**src/rtl/nand_cpu_pkg.sv**
```systemverilog
// Shared types and sizes for the core; wb_result_t is one completed execution result.
// Latency: n/a (types and constants only).
// Backpressure: n/a.
package nand_cpu_pkg;

    localparam int NUM_REG    = 16;
    localparam int NUM_PS     = 8;
    localparam int DATA_WIDTH = 16;
    localparam int REG_AW     = $clog2(NUM_REG);
    localparam int PS_AW      = $clog2(NUM_PS);

    typedef struct packed {
        logic                  use_rw;
        logic [REG_AW-1:0]     rw_addr;
        logic [DATA_WIDTH-1:0] rw_data;
        logic                  ps_write;
        logic [PS_AW-1:0]      ps_addr;
        logic                  ps_data;
    } wb_result_t;

    // A result that writes neither a register nor a predicate needs no write slot.
    function automatic logic wb_is_null(input wb_result_t r);
        return ~r.use_rw & ~r.ps_write;
    endfunction

endpackage

```
**src/rtl/rr_arbiter.sv**
```systemverilog
// Round-robin picker: first asserted request at or above ptr_i, wrapping modulo N.
// Latency: purely combinational.
// Backpressure: none; the caller decides when a grant is consumed.
module rr_arbiter #(
    parameter int N  = 3,
    parameter int IW = (N > 1) ? $clog2(N) : 1
) (
    input  logic [N-1:0]  req_i,
    input  logic [IW-1:0] ptr_i,
    output logic [N-1:0]  grant_o,
    output logic [IW-1:0] grant_idx_o,
    output logic          grant_vld_o
);

    // Scan N positions starting at the pointer; the first requester wins.
    always_comb begin
        int j;
        grant_o     = '0;
        grant_idx_o = '0;
        grant_vld_o = 1'b0;
        j           = 0;
        for (int k = 0; k < N; k++) begin
            j = int'(ptr_i) + k;
            if (j >= N) j = j - N;
            if (!grant_vld_o && req_i[j]) begin
                grant_vld_o = 1'b1;
                grant_o[j]  = 1'b1;
                grant_idx_o = IW'(j);
            end
        end
    end

endmodule

```
**src/rtl/writeback_arbiter.sv**
```systemverilog
// Collects execution results into one-entry per-source buffers and drives the register file write port round-robin.
// Latency: handshake at edge E -> write outputs valid after E+1 (min 2 cycles to commit), no bypass.
// Backpressure: src_ready[i] = buffer empty or buffer granted this cycle; forced low during reset.
module writeback_arbiter
    import nand_cpu_pkg::*;
#(
    parameter int NUM_SRC = 3,
    parameter int RA_W    = REG_AW,
    parameter int PA_W    = PS_AW,
    parameter int DW      = DATA_WIDTH
) (
    input  logic                   clk,
    input  logic                   n_rst,
    input  logic [NUM_SRC-1:0]     src_valid,
    output logic [NUM_SRC-1:0]     src_ready,
    input  logic [NUM_SRC-1:0]     src_use_rw,
    input  logic [NUM_SRC*RA_W-1:0] src_rw_addr,
    input  logic [NUM_SRC*DW-1:0]  src_rw_data,
    input  logic [NUM_SRC-1:0]     src_ps_write,
    input  logic [NUM_SRC*PA_W-1:0] src_ps_addr,
    input  logic [NUM_SRC-1:0]     src_ps_data,
    output logic                   write_valid,
    output logic                   use_rw,
    output logic [RA_W-1:0]        rw_addr,
    output logic [DW-1:0]          rw_data,
    output logic                   ps_write,
    output logic [PA_W-1:0]        ps_addr,
    output logic                   ps_data,
    output logic                   idle
);

    // RA_W/PA_W/DW must equal the package sizes, since wb_result_t is built from those.
    localparam int IW = $clog2(NUM_SRC);

    wb_result_t               src_res [NUM_SRC];
    wb_result_t               buf_q   [NUM_SRC];
    logic [NUM_SRC-1:0]       buf_vld_q, buf_vld_d;
    logic [NUM_SRC-1:0]       accept, load;
    logic [IW-1:0]            rr_ptr_q, rr_ptr_d;
    logic [NUM_SRC-1:0]       grant;
    logic [IW-1:0]            grant_idx;
    logic                     grant_vld;
    wb_result_t               out_q;
    logic                     write_valid_q;

    // Unpack the flat source ports into per-source result structs.
    always_comb begin
        for (int i = 0; i < NUM_SRC; i++) begin
            src_res[i].use_rw   = src_use_rw[i];
            src_res[i].rw_addr  = src_rw_addr[i*RA_W +: RA_W];
            src_res[i].rw_data  = src_rw_data[i*DW +: DW];
            src_res[i].ps_write = src_ps_write[i];
            src_res[i].ps_addr  = src_ps_addr[i*PA_W +: PA_W];
            src_res[i].ps_data  = src_ps_data[i];
        end
    end

    rr_arbiter #(.N(NUM_SRC), .IW(IW)) u_rr (
        .req_i       (buf_vld_q),
        .ptr_i       (rr_ptr_q),
        .grant_o     (grant),
        .grant_idx_o (grant_idx),
        .grant_vld_o (grant_vld)
    );

    // A slot frees in the same cycle it is granted, so a streaming source never bubbles.
    assign src_ready = n_rst ? (~buf_vld_q | grant) : '0;
    assign accept    = src_valid & src_ready;

    // Null results are accepted but never occupy a buffer; a granted buffer clears unless refilled.
    always_comb begin
        load      = '0;
        buf_vld_d = buf_vld_q & ~grant;
        for (int i = 0; i < NUM_SRC; i++) begin
            load[i] = accept[i] & ~wb_is_null(src_res[i]);
            if (load[i]) buf_vld_d[i] = 1'b1;
        end
        rr_ptr_d = rr_ptr_q;
        if (grant_vld) begin
            rr_ptr_d = (grant_idx == IW'(NUM_SRC - 1)) ? '0 : grant_idx + IW'(1);
        end
    end

    // Buffer storage, occupancy and round-robin pointer.
    always_ff @(posedge clk) begin
        if (!n_rst) begin
            buf_vld_q <= '0;
            rr_ptr_q  <= '0;
            for (int i = 0; i < NUM_SRC; i++) buf_q[i] <= '0;
        end else begin
            buf_vld_q <= buf_vld_d;
            rr_ptr_q  <= rr_ptr_d;
            for (int i = 0; i < NUM_SRC; i++) begin
                if (load[i]) buf_q[i] <= src_res[i];
            end
        end
    end

    // Registered write port: load the granted entry, otherwise drop the enables and hold address/data.
    always_ff @(posedge clk) begin
        if (!n_rst) begin
            write_valid_q <= 1'b0;
            out_q         <= '0;
        end else if (grant_vld) begin
            write_valid_q <= 1'b1;
            out_q         <= buf_q[grant_idx];
        end else begin
            write_valid_q  <= 1'b0;
            out_q.use_rw   <= 1'b0;
            out_q.ps_write <= 1'b0;
        end
    end

    assign write_valid = write_valid_q;
    assign use_rw      = out_q.use_rw;
    assign rw_addr     = out_q.rw_addr;
    assign rw_data     = out_q.rw_data;
    assign ps_write    = out_q.ps_write;
    assign ps_addr     = out_q.ps_addr;
    assign ps_data     = out_q.ps_data;
    assign idle        = ~|buf_vld_q & ~write_valid_q;

endmodule

```
**config.mk**
```make
export PLATFORM = sky130hd
export DESIGN_NAME = writeback_arbiter
export DESIGN_NICKNAME = d
export VERILOG_FILES = /design/src/rtl/nand_cpu_pkg.sv /design/src/rtl/rr_arbiter.sv /design/src/rtl/writeback_arbiter.sv
export SDC_FILE = /design/constraint.sdc
export NUM_CORES = 1
export LEC_CHECK = 0
export ABC_AREA = 0
export CORE_MARGIN = 2
export CORE_UTILIZATION = 35
export CTS_CLUSTER_DIAMETER = 30
export DETAILED_ROUTE_END_ITERATION = 10
export SLEW_MARGIN = 20
export SYNTH_ARGS = -nofsm -noshare
export SYNTH_HDL_FRONTEND = slang
export SYNTH_HIERARCHICAL = 1
export SYNTH_SLANG_ARGS = --single-unit
```
**constraint.sdc**
```tcl
create_clock -name clk -period 3.27 [get_ports clk]
set_input_delay 0.654 -clock clk [delete_from_list [all_inputs] [get_ports clk]]
set_output_delay 0.654 -clock clk [all_outputs]
set_load 0.02 [all_outputs]
```
Yosys cells after proc, flatten, opt, wreduce, memory -nomap -nowiden --
Memory sizes are Yosys's and may differ from the RTL's. Cells that the tools add are included. W data, S select, Z words.
Storage, ports and cells: flip-flop bits (word level) 32, memory bits (writable) 78, output and inout port bits 31, memories kept 1
Cells by class: add/sub/neg operators 6, order comparisons 9, eq/ne operators 1, mux-type cells 46, bitwise logic cells 27, reduce and logical (&&, ||, !) cells 10
Memory list:
- buf_q | words 3, bits a word 26, rd ports 1, clocked after Yosys merged registers in 0, wr ports 3, line writeback_arbiter.sv:36 | wb_result_t buf_q [NUM_SRC];
Operators by type and width (number):
- $ge A32 B1 Y1 const B | 3
- $lt A32 B4 Y1 const B | 3
- $mux W32 | 3
- $mux W26 | 3
- $ge A32 B3 Y1 const B | 2
- $sub A32 B3 Y32 const B | 2
- $mux W1 | 26
- $mux W3 | 4
- $not A1 Y1 | 10
- $or A3 B3 Y3 | 3
- $mux W2 | 4
- $and A1 B1 Y1 | 7
- $and A3 B3 Y3 | 2
- $bmux W1 S2 | 3
- $demux W1 S2 | 3
- $not A3 Y3 | 2
- $logic_and A1 B1 Y1 | 5
- $add A2 B1 Y3 const B | 1
- $add A2 B2 Y3 const B | 1
- $logic_not A1 Y1 | 3
- $or A1 B1 Y1 | 3
- $reduce_or A3 Y1 | 1
- $sub A2 B2 Y3 const B | 1
- $add A2 B1 Y2 const B | 1
- other kinds (3) | 3

Longest topological paths before layout --
depth after elaboration 20, depth in mapped cells 12, depth with buffers taken out 9

Hierarchy --
Netlist, hierarchy kept.
Modules (own cells, without submodules):
- writeback_arbiter | times used 1, cells each 443, area each 5006.1 um^2, sequential area each 2982.9 um^2
- rr_arbiter | times used 1, cells each 52, area each 381.6 um^2, sequential area each 0.0 um^2

Worst setup path before layout --
No wires, ideal clock.
kind register to register, start point reg rr_ptr_q[0], end point mem buf_q[0][0] in the netlist's numbering, enable pin, library setup time 0.383 ns, arrival 2.634 ns, data required time 2.887 ns, setup slack 0.253 ns, stages on the path, launching flop included 13, cells stage by stage dfxtp_1 > inv_1 > ha_1 > clkbuf_8 > nor4bb_1 > a21oi_1 > o22ai_1 > o2bb2ai_1 > nand2b_1 > o2111ai_2 > buf_2 > buf_2 > nand2_1
RTL lines:
- start, declared | line writeback_arbiter.sv:39 | logic [IW-1:0] rr_ptr_q, rr_ptr_d;
- start signal, assigned | line writeback_arbiter.sv:92 | rr_ptr_q <= rr_ptr_d;
- end, declared | line writeback_arbiter.sv:36

Worst setup path in the final report --
start point reg rr_ptr_q[0], end point out src_ready[0]
Between the ends: cells in the longest elaborated chain, start to end 14, elaborated cells on any way between the ends 48, classes of those cells add/sub: 5; order compare: 9; mux: 24; bitwise: 3; reduce/logical: 7
Ends and longest elaborated chain:
- parallel branches: the longest is 11 deep, another holds $sub A32 B3 Y32
- $mux W3 (*) | line rr_arbiter.sv:25 | if (!grant_vld_o && req_i[j]) begin
- net grant[0] | line writeback_arbiter.sv:40 | logic [NUM_SRC-1:0] grant;
- $or A3 B3 Y3 (*) | line writeback_arbiter.sv:67 | assign src_ready = n_rst ? (~buf_vld_q | grant) : '0;
- $mux W3 (*) | line writeback_arbiter.sv:67
- end, declared | line writeback_arbiter.sv:15 | output logic [NUM_SRC-1:0] src_ready,
Mark *: on every way through the listed nets, which the timed path passes. The select of a mux whose other input is x is not followed.

==> summary.md <==
| Metric | Value |
|---|---|
| X dimension of the die | 128.1 um |
| Count of max-cap constraint violations | 0 |
| Sequential cell area fraction in the yosys report | 0.5536 |
| Area of the die | 0.01640 mm2 |
| Post-synthesis to final-layout area growth | 31.35% |
| Number of nets still failing antenna checks after routing | 0 |
| Post-synthesis mux area share | 0.08314 |
| Leakage power total | 0.002768 uW |
| R2R Path Start | rr_ptr_q[0]$_SDFFE_PN0P_ |
| Remaining max-slew budget at the tightest pin | 0.5929 |
| Vertical extent of the die | 128.1 um |
| Critical hold path startpoint | rw_addr[3]$_SDFFE_PN0P_ |
| Placed Cells | 773 |
| Effective utilization at floorplan | 0.3557 |
| Clk Latency, worst-skew pair | 0.34 ns |
| Synth Area in XOR/XNOR | 0 |
| Number of endpoints failing setup at the final stage | 0 |
| Number of iterations in the first detailed-routing pass | 5 |
| Count of buffers inserted at the top-level ports | 113 |
| Via count | 4059 |
| Critical Path Start Type | flip-flop |
| Fraction of final layout cells sized beyond drive strength 1 | 0.1265 |
| Top-area cell type share of the netlist area | 0.4347 |
| Clock buffer depth | 2 |
| Final net count | 683 |
| Depth of the worst register-to-register path | 10 |
| Pin count of the biggest net entering global routing | 60 |
| Count of H-tree levels built during CTS | 3 |
| Maximum fanout along the worst path | 12 |
| Type of the worst setup path | flip-flop to output pin |
| Cell area after layout | 0.007077 mm2 |
| Antenna violations before repair | 0 |
| Cell type with the highest aggregate area in the netlist | edfxtp_1 |
| Path category of the worst min-delay check | flip-flop to flip-flop |
| Most area-consuming cells after synthesis | edfxtp_1 (43%), dfxtp_1 (12%), a31oi_1 (9.2%), inv_1 (5.9%), mux2_2 (3.8%) |
| Initial detailed-routing violation count | 391 |
| Netlist area before placement | 0.005388 mm2 |
| Num Clock Sinks | 110 |
| Via density | 5.144 |
| Final weighted congestion in routability-driven placement | 0.8923 |
| Remaining design rule violation count | 0 |
| Count of final hold-check violations | 0 |
| Overflow left after global routing | 0 |
| Number of global-route vias before repair | 3986 |
| Worst r2r dst | buf_q[0][11]$_SDFFCE_PN0P_ |
| Placement Rows | 45 |
| Number of instances in the synthesized netlist | 495 |
| Async set-reset flop share out of synthesis | 0 |
| GRT Resource Usage Total | 0.1676 |
| Top FF cell, synth | edfxtp_1 |
| Compound-cell area share of the yosys netlist | 0.1844 |
| Total power divided by cell area | 699.2 mW/mm2 |
| Number of buffers inserted to repair setup after CTS | 0 |
| Number of warning messages in the yosys log | 6 |
| Post-synth EDFFs | 78 |
| Most frequent cell after synthesis | inv_1 |
| Worst-case hold path end point | rw_addr[3]$_SDFFE_PN0P_ |
| Transition at the pin with the smallest max-transition slack | 0.6091 ns |
| Worst IR drop on VDD | 0.3366 mV |
| Detailed-route wire length | 13.68 mm |
| Per-cell routed wire length | 17.34 um |
| Area post-placement | 0.006751 mm2 |
| Data required time at the worst endpoint | 2.62 ns |
| First-pass GRT wire length | 21.19 mm |
| Layout Cells excl Fill | 789 |
| Clock tree root buffer cell | clkbuf_16 |
| Clock input transition at the sequential cells of the worst setup and hold paths | 0.07 ns |
| Cell depth of the worst min-delay path | 2 |
| Diodes inserted | 0 |
| TritonCTS clock tree | yes |
| Core Area | 0.01515 mm2 |
| Synth Area in Simple Gates | 0.07339 |
| Main combinational cell family by area after synthesis | compound AO/OA/AOI/OAI gates |
| TritonCTS buffer count | 9 |
| Average instance area after synthesis | 10.88 um2 |
| Fmax | 322.4 MHz |
| Crit path arrival time | 2.45 ns |
| Final TNS setup | 0 ns |
| Cell types with the highest counts after synthesis | inv_1 (84), a31oi_1 (79), edfxtp_1 (78) |
| # fillers | 1407 |
| Endpoint class of the critical path | output pin |
| Unrepaired setup endpoints after global routing | false |
| Total Power Consumption | 4948 uW |
| Fin Clk Skew | 0.006157 ns |
| Net Count, Synth | 582 |
| Final Critical Period | 3.102 ns |
| Result of the run | completed |
| Final design utilization | 0.4672 |
| Part of the cycle the worst path needs | 0.9486 |
| Synth Area in Adders | 0.009289 |
| Top-Level Pins | 114 |
| Count of distinct cell types in the synthesized netlist | 45 |
| Worst reg-to-reg setup slack | 0.54 ns |
| Max-slew violation count | 0 |
| Flops & latches, synth | 110 |
| Post-DP HPWL | 9.632 mm |
-- logic make-up after synthesis --
group	count (synthesis)
AOI/OAI and AO/OA	147
muxes	40
and+or+nand+nor	67
DFF	110
adders and majority gates	4
buffers and inverters	127
-- registers in the layout (all words and copies together) (netlist names) --
signal and flops:
buf_q 78, buf_vld_q 3, ps_addr 3, ps_data 1, ps_write 1, rr_ptr_q 2
rw_addr 4, rw_data 16, use_rw 1, write_valid 1
-- final cells by class --
cell class              count  area, um2  share of cell area
repair buffers            133       1297              0.1833
multi-input cells         258       1972              0.2786
well taps                 188      235.2             0.03324
clock inverters             3      21.27            0.003006
flip-flops and latches    110       2985              0.4219
inverters                  84      315.3             0.04455
clock buffers              13      250.2             0.03536
-- cell usage in the layout, fill, tap and decap left out, drive strengths merged, types with 2 or more instances in the layout --
master and n:
clkbuf 13, dfxtp 32, ha 4, o21ai 19
and2 3, nand2 15, nor2 8, nand3b 16
nor2b 3, a21oi 7, buf 20, o22ai 9
nor3b 8, a21boi 11, mux2i 22, nand3 2
nand2b 6, clkinv 2, dlymetal6s2s 2, edfxtp 78
a31oi 79, mux2 18, a21bo 8, o2111ai 3
inv 84, clkdlybuf4s50 110
-- critical path: stages (launching register included) --
cell and delay, ns:
dfxtp_2 0.35, inv_1 0.16, ha_4 0.23, and2b_1 0.25
and3_1 0.20, a311oi_1 0.22, o2bb2ai_1 0.08, nand2b_1 0.20
and2_1 0.20, dlymetal6s2s_1 0.20
-- routing by layer --
| metal | part of all wire | GRT usage | vias to the layer above |
|---|---|---|---|
| met5 | 0 | 0 | - |
| met4 | 0.015 | 0.05624 | 0 |
| met3 | 0.061 | 0.03255 | 20 |
| met2 | 0.47 | 0.2649 | 157 |
| met1 | 0.45 | 0.2320 | 1901 |
| li1 | - | - | 1981 |
-- metrics by stage --
stage | worst slack (ns) | hold WS, ns
after floorplan | 0.2527 | 0.4559
after global placement | 0.2042 | 0.4726
after detailed placement | 0.1010 | 0.4740
after CTS | -0.1816 | 0.4923
after global routing | 0.04392 | 0.5146
final | 0.1680 | 0.4857
-- repair_timing --
item	CTS	global route
pin swaps	0	0
gates cloned	0	0
endpoints found under the setup margin	3	3
hold buffers	0	0
gates resized for setup	4	9
-- where the power goes --
group | leakage (uW) | internal (uW) | switching (uW)
sequential | 0.00108 | 1790 | 136
clock | 0.000130 | 540 | 488
combinational | 0.00156 | 967 | 1030
total | 0.00277 | 3300 | 1650
-- worst max-delay path by stage --
stage,slack [ns],end,startpoint,cells after the start
2_1_floorplan,0.25,buf_q[0][0]$_SDFFCE_PN0P_,rr_ptr_q[0]$_SDFFE_PN0P_,12
3_3_place_gp,0.20,src_ready[0],rr_ptr_q[1]$_SDFFE_PN0P_,9
3_5_place_dp,0.10,src_ready[0],rr_ptr_q[0]$_SDFFE_PN0P_,8
4_1_cts,-0.18,src_ready[2],rr_ptr_q[0]$_SDFFE_PN0P_,9
5_1_grt,0.04,src_ready[1],rr_ptr_q[1]$_SDFFE_PN0P_,8
6_report,0.17,src_ready[0],rr_ptr_q[0]$_SDFFE_PN0P_,9
No activity file was read; power rests on OpenSTA's default activity.
